$ cat src/rtl/muldiv_hilo.sv
// Iterative multiply/divide unit with HI/LO registers: radix-2 shift-add MULT,
// restoring DIV on magnitudes, sign fix-up in a final cycle, plus MTHI/MTLO moves.
module muldiv_hilo #(
  parameter int WIDTH = 32
) (
  input  logic             clk,
  input  logic             rst,
  input  logic             start,
  input  logic [1:0]       op,
  input  logic             ifunsigned,
  input  logic [WIDTH-1:0] A,
  input  logic [WIDTH-1:0] B,
  output logic             busy,
  output logic             done,
  output logic             div_by_zero,
  output logic [WIDTH-1:0] hi,
  output logic [WIDTH-1:0] lo
);

  localparam int CW = $clog2(WIDTH);

  typedef enum logic [1:0] {IDLE, MUL, DIV, FIX} state_t;

  state_t             state_reg;
  logic [CW-1:0]      cnt_reg;
  logic [2*WIDTH-1:0] acc_reg;    // multiply accumulator {upper, multiplier}
  logic [WIDTH-1:0]   mcand_reg;  // multiplicand magnitude or divisor magnitude
  logic [WIDTH:0]     rem_reg;
  logic [WIDTH-1:0]   quot_reg;   // dividend shifts out as quotient shifts in
  logic [WIDTH-1:0]   a_reg;
  logic               neg_q_reg;
  logic               neg_r_reg;
  logic               is_div_reg;

  logic               a_neg, b_neg;
  logic [WIDTH-1:0]   a_mag, b_mag;
  logic [WIDTH:0]     mul_sum;
  logic [WIDTH+1:0]   div_trial;
  logic [2*WIDTH-1:0] prod_fix;
  logic [WIDTH-1:0]   quot_fix, rem_fix;
  logic               last_iter;

  assign a_neg = !ifunsigned && A[WIDTH-1];
  assign b_neg = !ifunsigned && B[WIDTH-1];
  assign a_mag = a_neg ? -A : A;
  assign b_mag = b_neg ? -B : B;

  assign mul_sum   = {1'b0, acc_reg[2*WIDTH-1:WIDTH]}
                   + {1'b0, (acc_reg[0] ? mcand_reg : {WIDTH{1'b0}})};
  // Trial subtraction one bit wider than the shifted remainder so the borrow is explicit
  assign div_trial = {rem_reg, quot_reg[WIDTH-1]} - {2'b00, mcand_reg};

  assign prod_fix  = neg_q_reg ? -acc_reg : acc_reg;
  assign quot_fix  = neg_q_reg ? -quot_reg : quot_reg;
  assign rem_fix   = neg_r_reg ? -rem_reg[WIDTH-1:0] : rem_reg[WIDTH-1:0];
  assign last_iter = (cnt_reg == CW'(WIDTH - 1));

  always_ff @(posedge clk or posedge rst) begin
    if (rst) begin
      state_reg   <= IDLE;
      cnt_reg     <= '0;
      acc_reg     <= '0;
      mcand_reg   <= '0;
      rem_reg     <= '0;
      quot_reg    <= '0;
      a_reg       <= '0;
      neg_q_reg   <= 1'b0;
      neg_r_reg   <= 1'b0;
      is_div_reg  <= 1'b0;
      busy        <= 1'b0;
      done        <= 1'b0;
      div_by_zero <= 1'b0;
      hi          <= '0;
      lo          <= '0;
    end else begin
      done        <= 1'b0;
      div_by_zero <= 1'b0;
      case (state_reg)
        IDLE: begin
          if (start) begin
            case (op)
              2'b00: begin
                acc_reg    <= {{WIDTH{1'b0}}, b_mag};
                mcand_reg  <= a_mag;
                neg_q_reg  <= a_neg ^ b_neg;
                neg_r_reg  <= 1'b0;
                is_div_reg <= 1'b0;
                cnt_reg    <= '0;
                busy       <= 1'b1;
                state_reg  <= MUL;
              end
              2'b01: begin
                rem_reg    <= '0;
                quot_reg   <= a_mag;
                mcand_reg  <= b_mag;
                a_reg      <= A;
                neg_q_reg  <= a_neg ^ b_neg;
                neg_r_reg  <= a_neg;
                is_div_reg <= 1'b1;
                cnt_reg    <= '0;
                busy       <= 1'b1;
                state_reg  <= DIV;
              end
              2'b10:   hi <= A;
              default: lo <= A;
            endcase
          end
        end
        MUL: begin
          acc_reg <= {mul_sum, acc_reg[WIDTH-1:1]};
          cnt_reg <= cnt_reg + 1'b1;
          if (last_iter) state_reg <= FIX;
        end
        DIV: begin
          if (div_trial[WIDTH+1]) begin
            rem_reg  <= {rem_reg[WIDTH-1:0], quot_reg[WIDTH-1]};
            quot_reg <= {quot_reg[WIDTH-2:0], 1'b0};
          end else begin
            rem_reg  <= div_trial[WIDTH:0];
            quot_reg <= {quot_reg[WIDTH-2:0], 1'b1};
          end
          cnt_reg <= cnt_reg + 1'b1;
          if (last_iter) state_reg <= FIX;
        end
        FIX: begin
          if (!is_div_reg) begin
            {hi, lo} <= prod_fix;
          end else if (mcand_reg == '0) begin
            // Divide by zero: remainder is the untouched dividend, quotient saturates
            hi          <= a_reg;
            lo          <= '1;
            div_by_zero <= 1'b1;
          end else begin
            hi <= rem_fix;
            lo <= quot_fix;
          end
          done      <= 1'b1;
          busy      <= 1'b0;
          state_reg <= IDLE;
        end
        default: state_reg <= IDLE;
      endcase
    end
  end

endmodule

$ cat config.mk
export PLATFORM = sky130hd
export DESIGN_NAME = muldiv_hilo
export DESIGN_NICKNAME = d
export VERILOG_FILES = /design/src/rtl/muldiv_hilo.sv
export SDC_FILE = /design/constraint.sdc
export NUM_CORES = 1
export LEC_CHECK = 0
export BUFFER_PORTS_ARGS = -buffer_cell sky130_fd_sc_hd__buf_4
export CAP_MARGIN = 10
export CELL_PAD_IN_SITES_DETAIL_PLACEMENT = 0
export CELL_PAD_IN_SITES_GLOBAL_PLACEMENT = 1
export CORE_MARGIN = 2
export CORE_UTILIZATION = 47
export DETAILED_ROUTE_END_ITERATION = 12
export GPL_TIMING_DRIVEN = 0
export PLACE_DENSITY_LB_ADDON = 0.05
export SYNTH_ARGS = -nofsm -noshare
export SYNTH_HDL_FRONTEND = slang
export SYNTH_SLANG_ARGS = --single-unit
export TNS_END_PERCENT = 5
$ cat constraint.sdc
create_clock -name clk -period 9.01 [get_ports clk]
set_input_delay 0.4505 -clock clk [delete_from_list [all_inputs] [get_ports clk]]
set_output_delay 0.4505 -clock clk [all_outputs]
set_load 0.01 [all_outputs]
**Word level (Yosys, flattened, before mapping)**

Cells that the tools add are included.

- Add/sub/neg operators: 8
- Multipliers: 0
- Div/mod/pow operators: 0
- Order comparisons: 0
- Equal/unequal tests: 14
- Shift-type cells: 0
- Muxes and demuxes: 44
- Bitwise gates (word level): 1
- Reductions and logical operators: 24

Operators with widths:

| kind | count |
|---|---|
| 2-to-1 mux 32 bit | 15 |
| case mux 32 bit (2 select lines) | 4 |
| 2-to-1 mux 64 bit | 3 |
| negation 32 bit | 4 |
| case mux 64 bit (2 select lines) | 1 |
| 2-to-1 mux 33 bit | 3 |
| case mux 33 bit (2 select lines) | 1 |
| negation 64 bit | 1 |
| subtractor 34 x 32 -> 34 bit | 1 |
| adder 32 x 32 -> 33 bit | 1 |
| logical NOT 32 bit | 1 |
| AND reduction 3 bit | 10 |
| 2-to-1 mux 5 bit | 2 |
| case mux 5 bit (2 select lines) | 1 |
| nonzero test 2 bit | 5 |
| != test 2 x 1 -> 1 bit, second input constant | 4 |
| 2-to-1 mux 1 bit | 7 |
| == test 2 bit, second input constant | 3 |
| != test 2 bit, second input constant | 3 |
| case mux 1 bit (2 select lines) | 3 |
| case mux 2 bit (3 select lines) | 1 |
| adder 5 x 1 -> 5 bit, second input constant | 1 |
| == test 5 bit, second input constant | 1 |
| == test 2 x 1 -> 1 bit, second input constant | 2 |
| 9 further kinds | 13 |

- Register bits after elaboration: 270
- Latch bits: 0
- Bits in writable memories: 0
- Memory bits (read-only): 0
- Input port bits: 70
- Memories: 0

**Longest topological paths before layout**

- Depth in word-level cells: 6
- Mapped depth: 14
- Depth with buffers taken out: 13

**Least setup slack after synthesis**

No wires, ideal clock.

- Kind: register to register
- From: reg acc_reg[0]
- To: reg hi[26]
- Library setup time: 0.082 ns
- Data arrival time: 3.893 ns
- Required time: 8.928 ns
- Setup slack: 5.036 ns
- Stages on the path, launching flop included: 15
- Buffers on the path: 3
- Period minus slack after synthesis: 3.974 ns
- Cells stage by stage: dfrtp_1 > inv_1 > clkbuf_1 > ha_1 > or4b_4 > or4_1 > buf_2 > or4_4 > or2_2 > clkbuf_1 > o31ai_1 > xnor2_1 > nor2_1 > a211o_1 > a31oi_1

- Longest elaborated chain between the ends: 4

Ends and longest elaborated chain:

| item | line | RTL |
|---|---|---|
| from (decl) | 26 | `logic [2*WIDTH-1:0] acc_reg;` |
| from (signal assigned) | 83 | `acc_reg <= {{WIDTH{1'b0}}, b_mag};` |
| from (signal assigned) | 110 | `acc_reg <= {mul_sum, acc_reg[WIDTH-1:1]};` |
| negation 64 bit | 53 | `assign prod_fix = neg_q_reg ? -acc_reg : acc_reg;` |
| 2-to-1 mux 64 bit | 53 |  |
| 2-to-1 mux 32 bit | 126 | `if (!is_div_reg) begin` |
| case mux 32 bit (2 select lines) | 78 | `case (state_reg)` |
| to (signal assigned) | 127 | `{hi, lo} <= prod_fix;` |
| to (signal assigned) | 130 | `hi <= a_reg;` |
| to (signal assigned) | 134 | `hi <= rem_fix;` |
| to (decl) | 16 | `output logic [WIDTH-1:0] hi,` |

No other way between the ends.
A chain may end at the register's enable or synchronous reset.

**Final worst setup path**

Ends and elaborated chain as after synthesis.

==> results.json <==
{
  "run_status": "finished, final reports clean",
  "yosys.area.top_type": "dfrtp_1",
  "start_util_pct": 47.7,
  "yosys-top-cells-area": "dfrtp_1, nand2_1, xnor2_1",
  "syn_area_um2": 19500,
  "cp.arrival_ns": 5.41,
  "cts_buffers": 35,
  "fin_setup_tns_ns": 0,
  "place_congestion": 0.993,
  "ys_types": 68,
  "yosysSeqAreaShare_pct": 34.7,
  "clockBufferDepth": 3,
  "ir_drop_mv": 0.264,
  "die-area_um2": 43100,
  "rows": 74,
  "synth_seq_cells": 270,
  "ios": 137,
  "grt_start_max_net_pins": 125,
  "max_freq_ghz": 0.203,
  "regArea_um2": 6760,
  "routed-wl-met3_um": 8180,
  "syn_inst": 2380,
  "clkTransAtPathRegs_ns": 0.06,
  "drtIter0Drc": 2383,
  "setup_viol": 0,
  "period_minus_slack_ns": 4.94,
  "root_buffer": "clkbuf_16",
  "top_layer_used": "met5",
  "start_kind": "flip-flop",
  "synth-main-ff-cell": "dfrtp_1",
  "skew_ns": 0.0271,
  "grt_overflow": 0,
  "antenna_found_initial": 2,
  "syn_avg_cell_area_um2": 8.18,
  "dp_hpwl_um": 65700,
  "nFillCells": 3987,
  "slew_headroom_pct": 24.1,
  "grt_use_total_pct": 37.5,
  "cts.sinks": 270,
  "clk_latency_ns": 0.56,
  "holdBufCountCts": 1,
  "wl_met1_um": 35200,
  "drc": 0,
  "finalMaxSlewViolations": 0,
  "wire_per_inst_um": 26.5,
  "wl_um": 82300,
  "die_w_um": 208,
  "multi_input_area_um2": 11900,
  "final_common_cell": "nand2_1",
  "htree_levels": 2,
  "dp.cells": 3048,
  "path_class": "flip-flop to flip-flop",
  "vias_per_cell": 6.39,
  "power.density_nw_per_um2": 418,
  "core-area_um2": 40800,
  "layout-drive-gt1-share_pct": 9.11,
  "hp-class": "input port to flip-flop",
  "rsz0062_at_grt": "false",
  "final_cell_mix": "nand2_1, dfrtp_1, nor2_1",
  "netlist.area_leader.share_pct": 34.7,
  "largest_reg_flops": 64,
  "critPathCaptureType": "flip-flop",
  "max_cap_viol_count": 0,
  "postCtsResizedCells": 0,
  "hold_violations": 0,
  "yosysWarnings": 0,
  "cts_tree": "done",
  "grt_pass1_wl_um": 121000,
  "synth_nets": 2527,
  "post_cts_buffers": 0,
  "first_pass_iters": 5,
  "period_share_pct": 54.8,
  "antenna_cells": 0,
  "portBuffers": 134,
  "whs_ns": 0.183,
  "critPathMaxFanout": 10,
  "grt_pass1_vias": 18419,
  "tightestPinTransition_ns": 1.13,
  "synth_edf_count": 0,
  "antenna_left": 0,
  "vias": 19890,
  "nets": 2701,
  "die_h_um": 208,
  "cp.required_ns": 9.48,
  "route.met2.wl_um": 35800,
  "area_delta_synth_final_pct": 15.0,
  "power.leakage_nw": 9.48,
  "fin_cells": 3111,
  "async_flop_share_pct": 100
}
-- area by class of cell --
| class | count | share of cell area (%) |
|---|---|---|
| buffer | 141 | 2.38 |
| clock buffer | 46 | 4.37 |
| tap | 532 | 2.97 |
| clock inverter | 16 | 0.900 |
| multi-input combinational | 1900 | 53.2 |
| timing repair buffer | 137 | 4.78 |
| inverter | 69 | 1.19 |
| sequential | 270 | 30.2 |
-- metrics by stage --
stage | util, % | instance area (um^2) | worst slack, ns | power (W)
finish | 54.8 | 22400 | 4.07 | 0.00937
global route | 54.8 | 22400 | 3.93 | 0.00994
CTS | 54.8 | 22400 | 4.13 | 0.00922
detailed placement | 51.9 | 21200 | 4.15 | 0.00773
global placement | 51.8 | 21100 | -2.19 | 0.00763
floorplan | - | 19500 | 1.12 | 0.00587
-- logic make-up (layout without fill, tap and decap cells) --
group                      count (synthesis)  in the layout  share of synthesized area, %
buffers and inverters                    210            409                          4.07
adders and majority gates                 77             77                          5.03
xor gates and xnor gates                 226            226                          10.2
DFF                                      270            270                          34.7
and+or+nand+nor                          779            779                          18.0
muxes                                     63             63                          3.35
AOI/OAI and AO/OA                        755            755                          24.7
-- critical path: stages (launching register included) --
cell,delay [ns]
dfrtp_1,0.53
inv_1,0.20
clkbuf_1,0.50
ha_1,0.31
or4b_4,0.49
or4_1,0.47
buf_2,0.18
or4_4,0.54
or2_2,0.31
clkbuf_1,0.19
o31ai_1,0.32
xnor2_1,0.21
nor2_1,0.07
a211o_1,0.32
a31oi_1,0.19
-- synth_stat cells, drive strengths merged, types with 52 or more instances --
| cell type | n |
|---|---|
| nand2 | 358 |
| dfrtp | 270 |
| nor2 | 192 |
| o21ai | 186 |
| a21oi | 182 |
| xnor2 | 149 |
| clkbuf | 129 |
| xor2 | 77 |
| ha | 75 |
| inv | 69 |
| o22ai | 59 |
| a31oi | 52 |
-- per-layer routing --
| layer | up-vias | global-route usage (%) |
|---|---|---|
| met4 | 2 | 13.3 |
| met2 | 1066 | 56.8 |
| met3 | 159 | 5.92 |
| met5 | - | 0 |
| met1 | 9677 | 54.2 |
| li1 | 8986 | - |
-- path summary, 6_finish.rpt --
check | depth (start not counted) | to | slack [ns] | start
worst max register to register | 14 | hi[26] | 4.07 | acc_reg[0]
min in group asynchronous | 3 | quot_reg[14] | 0.41 | rst
worst min-delay path | 3 | a_reg[7] | 0.18 | A[7]
max in group asynchronous | 4 | acc_reg[41] | 7.61 | rst
worst min register to register | 2 | a_reg[2] | 0.48 | a_reg[2]
worst max-delay path | 14 | hi[26] | 4.07 | acc_reg[0]
-- power breakdown --
group / internal (W) / switching [W] / total, W
clock network: 0.000883 / 0.000590 / 0.00147
registers: 0.00177 / 0.000756 / 0.00253
logic: 0.00205 / 0.00332 / 0.00537
Power figures use the tool's default switching activity.
